## src/rtl/sipo_deser_hs_pkg.sv

```systemverilog
// Shared types and constants for the sipo_deser_hs serial-to-parallel receiver.
package sipo_deser_hs_pkg;

  typedef enum logic {
    COLLECT = 1'b0,
    STALL   = 1'b1
  } state_t;

  localparam int STALL_CNT_W = 16;
  localparam logic [STALL_CNT_W-1:0] STALL_CNT_MAX = '1;

endpackage

```

## src/rtl/sipo_shift_core.sv

```systemverilog
// Shift register, bit-order mux and bit counter for the deserializer.
// next_word is the word as it would look with the current bit shifted in.
module sipo_shift_core #(
  parameter int WIDTH     = 8,
  parameter int MSB_FIRST = 1,
  parameter int CNT_W     = $clog2(WIDTH)
) (
  input  logic             clk,
  input  logic             rst,
  input  logic             clr,
  input  logic             shift_en,
  input  logic             s_in,
  output logic [WIDTH-1:0] shift_reg,
  output logic [WIDTH-1:0] next_word,
  output logic [CNT_W-1:0] bit_cnt,
  output logic             word_done
);

  generate
    if (MSB_FIRST != 0) begin : g_msb
      assign next_word = {shift_reg[WIDTH-2:0], s_in};
    end else begin : g_lsb
      assign next_word = {s_in, shift_reg[WIDTH-1:1]};
    end
  endgenerate

  assign word_done = shift_en && (bit_cnt == CNT_W'(WIDTH - 1));

  // The register keeps the completed word after the final bit so the top
  // level can park it here while the output register is still occupied.
  always_ff @(posedge clk or posedge rst) begin
    if (rst) begin
      shift_reg <= '0;
      bit_cnt   <= '0;
    end else if (clr) begin
      shift_reg <= '0;
      bit_cnt   <= '0;
    end else if (shift_en) begin
      shift_reg <= next_word;
      bit_cnt   <= word_done ? '0 : bit_cnt + CNT_W'(1);
    end
  end

endmodule

```

## src/rtl/sipo_deser_hs.sv

```systemverilog
// Double-buffered serial-in parallel-out deserializer with valid/ready on both
// sides and a saturating count of cycles the serial source was held off.
module sipo_deser_hs
  import sipo_deser_hs_pkg::*;
#(
  parameter int WIDTH     = 8,
  parameter int MSB_FIRST = 1,
  parameter int CNT_W     = $clog2(WIDTH)
) (
  input  logic                   clk,
  input  logic                   rst,
  input  logic                   clr,
  input  logic                   s_in,
  input  logic                   s_valid,
  output logic                   s_ready,
  output logic [WIDTH-1:0]       p_out,
  output logic                   p_valid,
  input  logic                   p_ready,
  output logic [CNT_W-1:0]       bit_cnt,
  output logic [STALL_CNT_W-1:0] stall_cnt
);

  state_t           state;
  logic             accept;
  logic             consume;
  logic             word_done;
  logic [WIDTH-1:0] shift_reg;
  logic [WIDTH-1:0] next_word;

  assign accept  = s_valid && s_ready;
  assign consume = p_valid && p_ready;

  sipo_shift_core #(
    .WIDTH    (WIDTH),
    .MSB_FIRST(MSB_FIRST),
    .CNT_W    (CNT_W)
  ) u_core (
    .clk      (clk),
    .rst      (rst),
    .clr      (clr),
    .shift_en (accept),
    .s_in     (s_in),
    .shift_reg(shift_reg),
    .next_word(next_word),
    .bit_cnt  (bit_cnt),
    .word_done(word_done)
  );

  // s_ready is kept as its own flop mirroring the state so it leaves the
  // block straight from a register.
  always_ff @(posedge clk or posedge rst) begin
    if (rst) begin
      state     <= COLLECT;
      s_ready   <= 1'b1;
      p_valid   <= 1'b0;
      p_out     <= '0;
      stall_cnt <= '0;
    end else if (clr) begin
      state     <= COLLECT;
      s_ready   <= 1'b1;
      p_valid   <= 1'b0;
      stall_cnt <= '0;
    end else begin
      if (s_valid && !s_ready && (stall_cnt != STALL_CNT_MAX))
        stall_cnt <= stall_cnt + 16'd1;

      case (state)
        COLLECT: begin
          if (word_done) begin
            if (!p_valid || consume) begin
              p_out   <= next_word;
              p_valid <= 1'b1;
            end else begin
              state   <= STALL;
              s_ready <= 1'b0;
            end
          end else if (consume) begin
            p_valid <= 1'b0;
          end
        end
        STALL: begin
          // p_valid is necessarily 1 here; the parked word refills p_out.
          if (consume) begin
            p_out   <= shift_reg;
            p_valid <= 1'b1;
            state   <= COLLECT;
            s_ready <= 1'b1;
          end
        end
        default: begin
          state   <= COLLECT;
          s_ready <= 1'b1;
        end
      endcase
    end
  end

endmodule

```

## config.mk

```make
export PLATFORM = sky130hd
export DESIGN_NAME = sipo_deser_hs
export DESIGN_NICKNAME = d
export VERILOG_FILES = /design/src/rtl/sipo_deser_hs_pkg.sv /design/src/rtl/sipo_shift_core.sv /design/src/rtl/sipo_deser_hs.sv
export SDC_FILE = /design/constraint.sdc
export NUM_CORES = 1
export LEC_CHECK = 0
export ABC_CLOCK_PERIOD_IN_PS = 2400
export CAP_MARGIN = 20
export CORE_ASPECT_RATIO = 1.4
export CORE_MARGIN = 1
export CORE_UTILIZATION = 51
export CTS_BUF_LIST = sky130_fd_sc_hd__clkbuf_8 sky130_fd_sc_hd__clkbuf_16
export DETAILED_ROUTE_END_ITERATION = 7
export GPL_TIMING_DRIVEN = 0
export PLACE_DENSITY = 0.78
export RECOVER_POWER = 100
export REMOVE_ABC_BUFFERS = 1
export SETUP_SLACK_MARGIN = 0.15
export SLEW_MARGIN = 20
export SYNTH_ARGS = -nofsm -noshare
export SYNTH_HDL_FRONTEND = slang
export SYNTH_SLANG_ARGS = --single-unit
```

## constraint.sdc

```tcl
create_clock -name clk -period 2.4 [get_ports clk]
set_input_delay 0.48 -clock clk [delete_from_list [all_inputs] [get_ports clk]]
set_output_delay 0.48 -clock clk [all_outputs]
set_load 0.02 [all_outputs]
```

# Yosys cells after proc, flatten, opt, wreduce, memory -nomap -nowiden
# Index checks and enable logic that the tools add are counted.
[word_totals] register_bits=38 in_bits=6 word_cells=60
[op_classes] reduce_logical=13 n_addsub=2 bitwise=2 eq_ne=10 mux=26
[ops] cell="$mux W8" n=5
[ops] cell="$mux W16" n=2
[ops] cell="$add A16 B1 Y16 const B" n=1
[ops] cell="$ne A16 B16 Y1 const B" n=1
[ops] cell="$pmux W8 S2" n=1
[ops] cell="$mux W1" n=12
[ops] cell="$mux W3" n=3
[ops] cell="$ne A3 B2 Y1 const B" n=2
[ops] cell="$pmux W1 S2" n=3
[ops] cell="$reduce_and A3 Y1" n=2
[ops] cell="$logic_and A1 B1 Y1" n=5
[ops] cell="$ne A2 B1 Y1 const B" n=2
[ops] cell="$ne A4 B3 Y1 const B" n=1
[ops] cell="$ne A4 B4 Y1 const B" n=1
[ops] cell="$reduce_and A4 Y1" n=1
[ops] cell="$reduce_bool A2 Y1" n=2
[ops] cell="$add A3 B1 Y3 const B" n=1
[ops] cell="$eq A3 B3 Y1 const B" n=1
[ops] cell="$ne A3 B3 Y1 const B" n=1
[ops] cell="$logic_not A1 Y1" n=2
[ops] cell="$ne A2 B2 Y1 const B" n=1
[ops] cell="$not A1 Y1" n=2
[ops] cell="$logic_or A1 B1 Y1" n=1

# Depth between registers and ports, before layout
[logic_depth] ltp_word=6 depth_mapped=7 mapped_depth_nobuf=6

# Cells and area by module
# A second synthesis with hierarchy kept.
[hier_totals] cells_unflattened=198 area_unflattened_um2=2044.5
[by_module_without_submodules] mod="sipo_deser_hs" cells_per_inst=149 seq_area_each_um2=676.9 n_inst=1 area_per_inst_um2=1500.2
[by_module_without_submodules] mod="sipo_shift_core" cells_per_inst=49 seq_area_each_um2=275.3 n_inst=1 area_per_inst_um2=544.3

# Least setup slack after synthesis
# Ideal clock, no wire load.
[synth_timing] kind="flip-flop to flip-flop" from="register u_core.bit_cnt[0]" to="register p_out[0]" stages_incl_launch_ff=8 slack_ps=416 required_time_ps=2323 synth_period_minus_slack_ps=1984 setup_ps=77 arrival_ps=1906 path_cell_list="dfrtp_1 > ha_1 > ha_1 > nand4b_1 > a211oi_1 > buf_2 > nor2_1 > a21oi_1"
[synth_via] elab_chain_len=4
[synth_lines] element="start, declared" line_no="sipo_shift_core.sv:15" rtl="output logic [CNT_W-1:0] bit_cnt,"
[synth_lines] element="start signal, assigned" line_no="sipo_shift_core.sv:40" rtl="bit_cnt <= word_done ? '0 : bit_cnt + CNT_W'(1);"
[synth_lines] element="$eq A3 B3 Y1" line_no="sipo_shift_core.sv:27" rtl="assign word_done = shift_en && (bit_cnt == CNT_W'(WIDTH - 1));"
[synth_lines] element="$logic_and A1 B1 Y1" line_no="sipo_shift_core.sv:27"
[synth_lines] element="$ne A2 B1 Y1 (no source line)"
[synth_lines] element="$reduce_and A4 Y1 (no source line)"
[synth_lines] element="end signal, assigned" line_no="sipo_deser_hs.sv:71" rtl="p_out <= next_word;"
[synth_lines] element="end signal, assigned" line_no="sipo_deser_hs.sv:84" rtl="p_out <= shift_reg;"
[synth_lines] element="end, declared" line_no="sipo_deser_hs.sv:16" rtl="output logic [WIDTH-1:0] p_out,"
# Every way passes these cells.
# A chain may end at the register's enable or synchronous reset.

# Worst setup path in the final report
[layout_timing] from="input port s_valid" to="register stall_cnt[10]"
[layout_via] elab_chain_len=3
[layout_lines] element="start, declared" line_no="sipo_deser_hs.sv:14" rtl="input logic s_valid,"
[layout_lines] element="$logic_and A1 B1 Y1 (2 in a row)" line_no="sipo_deser_hs.sv:64" rtl="if (s_valid && !s_ready && (stall_cnt != STALL_CNT_MAX))"
[layout_lines] element="$reduce_bool A2 Y1 (no source line)"
[layout_lines] element="end signal, assigned" line_no="sipo_deser_hs.sv:65" rtl="stall_cnt <= stall_cnt + 16'd1;"
[layout_lines] element="end, declared" line_no="sipo_deser_hs.sv:20" rtl="output logic [STALL_CNT_W-1:0] stall_cnt"
# Every way passes these cells.

==> flow_summary.json <==
{
  "tightest_slew_ns": 1.421,
  "grt_pass1_wl_um": 7210,
  "synth_edf_count": 0,
  "reg2reg_from": "stall_cnt[0]",
  "status": "finished, final reports clean",
  "path_cells": "dlygate4sd3_1, nand3b_1, or3_1, or4_1, a21oi_1",
  "antenna_found_initial": 0,
  "cts_buffers": 5,
  "fin_util": 0.6844,
  "dp_hpwl_um": 2923,
  "finalCritPeriodShare": 0.9192,
  "die_h_um": 73.92,
  "synth-seq-cells": 38,
  "grt_pass1_vias": 1630,
  "grtUsageTotal": 0.2548,
  "power_density_nw_per_um2": 556.4,
  "hold_class": "register to register",
  "cts_tree": "yes",
  "io_pins": 35,
  "critPathKind": "primary input to register",
  "finalWirelength_um": 4310,
  "post-route-min-period_ns": 2.206,
  "cellLeakagePower_nw": 0.9885,
  "die_w_um": 53.37,
  "slew_violations": 0,
  "finalSetupViolations": 0,
  "diodes": 0,
  "gp_congestion": 0.7943,
  "busiest_layer": "met2",
  "grt.met1_usage": 0.2909,
  "ctsHoldBuffers": 0,
  "gr-total-overflow": 0,
  "num_rows": 25,
  "crit_path_start": "s_valid",
  "yosys_warnings": 0,
  "avgSynthCellArea_um2": 9.375,
  "clk_latency_ns": 0.29,
  "fin_skew_ns": 0.007615,
  "place_ws_ns": -0.2015,
  "path_clk_slew_ns": 0.08,
  "rsz0062_at_grt": "no",
  "hp-start": "p_out[4]",
  "cp_top_family": "simple AND/OR/NAND/NOR gates",
  "drt-wirelength-per-cell_um": 15.56,
  "worstPathRequired_ns": 2.62,
  "initial_core_util": 0.5476,
  "nets": 245,
  "async_flop_share": 1.000,
  "critPathMaxStageDelay_ns": 0.66,
  "via_per_inst": 6.043,
  "crit_slowest_cell": "dlygate4sd3_1",
  "dieArea_um2": 3945,
  "syn_inst": 201,
  "max_slew_margin": 0.05186,
  "cts_htree_levels": 2,
  "finalWorstSetupSlack_ns": 0.1938,
  "vias": 1674,
  "ys_seq_area_frac": 0.5053,
  "yosysUniqueCellTypes": 35,
  "netlist_area_um2": 1884,
  "port_buffers": 34,
  "grtUsageMet3": 0.06211,
  "dr.pass1.iters": 4,
  "cp-end-kind": "register",
  "clock_sinks": 38,
  "area_growth_pct": 24.97,
  "clock_tree.buffer_depth": 2,
  "worst_ir_drop_vdd_uv": 509.4,
  "hold_viol": 0,
  "crit_path_start_kind": "primary input",
  "crit_buf_inv": 1,
  "largest_reg_flops": 16,
  "worst-path-max-fanout": 8,
  "core_area_um2": 3441,
  "cts-root-buf": "clkbuf_8",
  "cap_viol_max_count": 0,
  "met2_usage": 0.4375,
  "fmax_ghz": 0.4533,
  "drtIter0Drc": 33,
  "grt_max_degree": 39,
  "ant_nets": 0,
  "ys.flop_type": "dfrtp_1",
  "drc": 0,
  "layout-drive-gt1-share": 0.06329,
  "critPathArrivalTime_ns": 2.42
}
[cells by family (layout without fill, tap and decap cells)]
logic type                 after synthesis  in the layout  share of synthesized area
DFF                                     38             38                     0.5053
muxes                                   12             12                    0.06574
AOI/OAI and AO/OA                       49             49                     0.1461
adders and majority gates                3              3                    0.01992
buffers and inverters                   13             49                    0.02722
and+or+nand+nor                         86             86                     0.2357
[area by class of cell]
class | instances | area [um2]
timing repair buffer | 36 | 344.1
tap | 40 | 50.05
clock buffer | 5 | 68.82
inverter | 5 | 18.77
fill | 290 | 1086
sequential | 38 | 952.2
clock inverter | 3 | 40.04
multi-input combinational | 150 | 880.8
[tightest hold or removal path, cell delays in order, from the launching register on]
cell     delay (ns)
dfrtp_1        0.34
nor2_1         0.05
a21oi_1        0.10
[layer usage]
metal | part of all wire | wire (um) | up-vias
met5 | 0 | 0 | -
met4 | 0.023 | 100 | 0
met2 | 0.55 | 2375 | 39
met3 | 0.036 | 154 | 11
met1 | 0.39 | 1680 | 823
li1 | - | - | 801
[layout by cell type (no fill, tap or decap), types with 3 or more instances in the layout]
cell and n:
nand4_1 5, mux2_2 3, o31ai_1 5, mux2i_1 9
nand3_1 5, nor3_1 5, o21ai_0 5, dfrtp_1 37
clkbuf_8 5, nor2_1 16, nand2_1 27, nor2b_1 4
inv_1 5, ha_1 3, or3_1 7, dlygate4sd3_1 32
or4_1 4, a21oi_1 32
[worst paths after layout]
| check | to | slack [ns] | cells after the start |
|---|---|---|---|
| worst max register to register | stall_cnt[0] | 0.38 | 5 |
| worst min-delay path | p_out[4] | 0.53 | 2 |
| worst max-delay path | stall_cnt[10] | 0.19 | 5 |
| worst min register to register | p_out[4] | 0.53 | 2 |
| min in group asynchronous | stall_cnt[11] | 1.04 | 2 |
| max in group asynchronous | stall_cnt[1] | 0.51 | 2 |
[cell usage after synthesis (3+ instances only)]
cell type,number,area [um2]
inv_1,5,18.77
nor3_1,5,25.02
nor2b_1,4,25.02
nor2_1,16,60.06
dfrtp_1,37,925.9
mux2_2,3,33.78
nand2_1,27,101.4
or4_1,4,30.03
or3_1,7,43.79
o21ai_0,5,25.02
clkbuf_1,4,15.01
ha_1,3,37.54
nand3_1,5,25.02
a21oi_1,32,160.2
mux2i_1,9,90.09
o31ai_1,5,37.54
nand4_1,5,31.28
[through the flow]
stage | power, W | area (um2) | setup TNS, ns | cells | hold slack [ns]
2_1_floorplan | 0.0007373 | 1852 | 0 | 193 | 0.4949
3_3_place_gp | 0.0007923 | 2242 | -7.662 | 267 | 0.5107
3_5_place_dp | 0.0007959 | 2255 | -1.350 | 268 | 0.5189
4_1_cts | 0.001336 | 2362 | 0 | 276 | 0.5368
5_1_grt | 0.001366 | 2355 | 0 | 277 | 0.5584
6_report | 0.001310 | 2355 | 0 | 277 | 0.5270
[power by group]
| group | internal, W | switching, W |
|---|---|---|
| clock | 0.000306 | 0.000230 |
| combinational | 0.0000381 | 0.0000676 |
| sequential | 0.000656 | 0.0000128 |
| total | 0.00100 | 0.000310 |
[timing repair]
item	CTS	global route
gates resized for setup	1	0
endpoints found under the setup margin	4	2
buffers inserted	0	1
pin swaps	0	1
(Power assumes the default switching activity.)
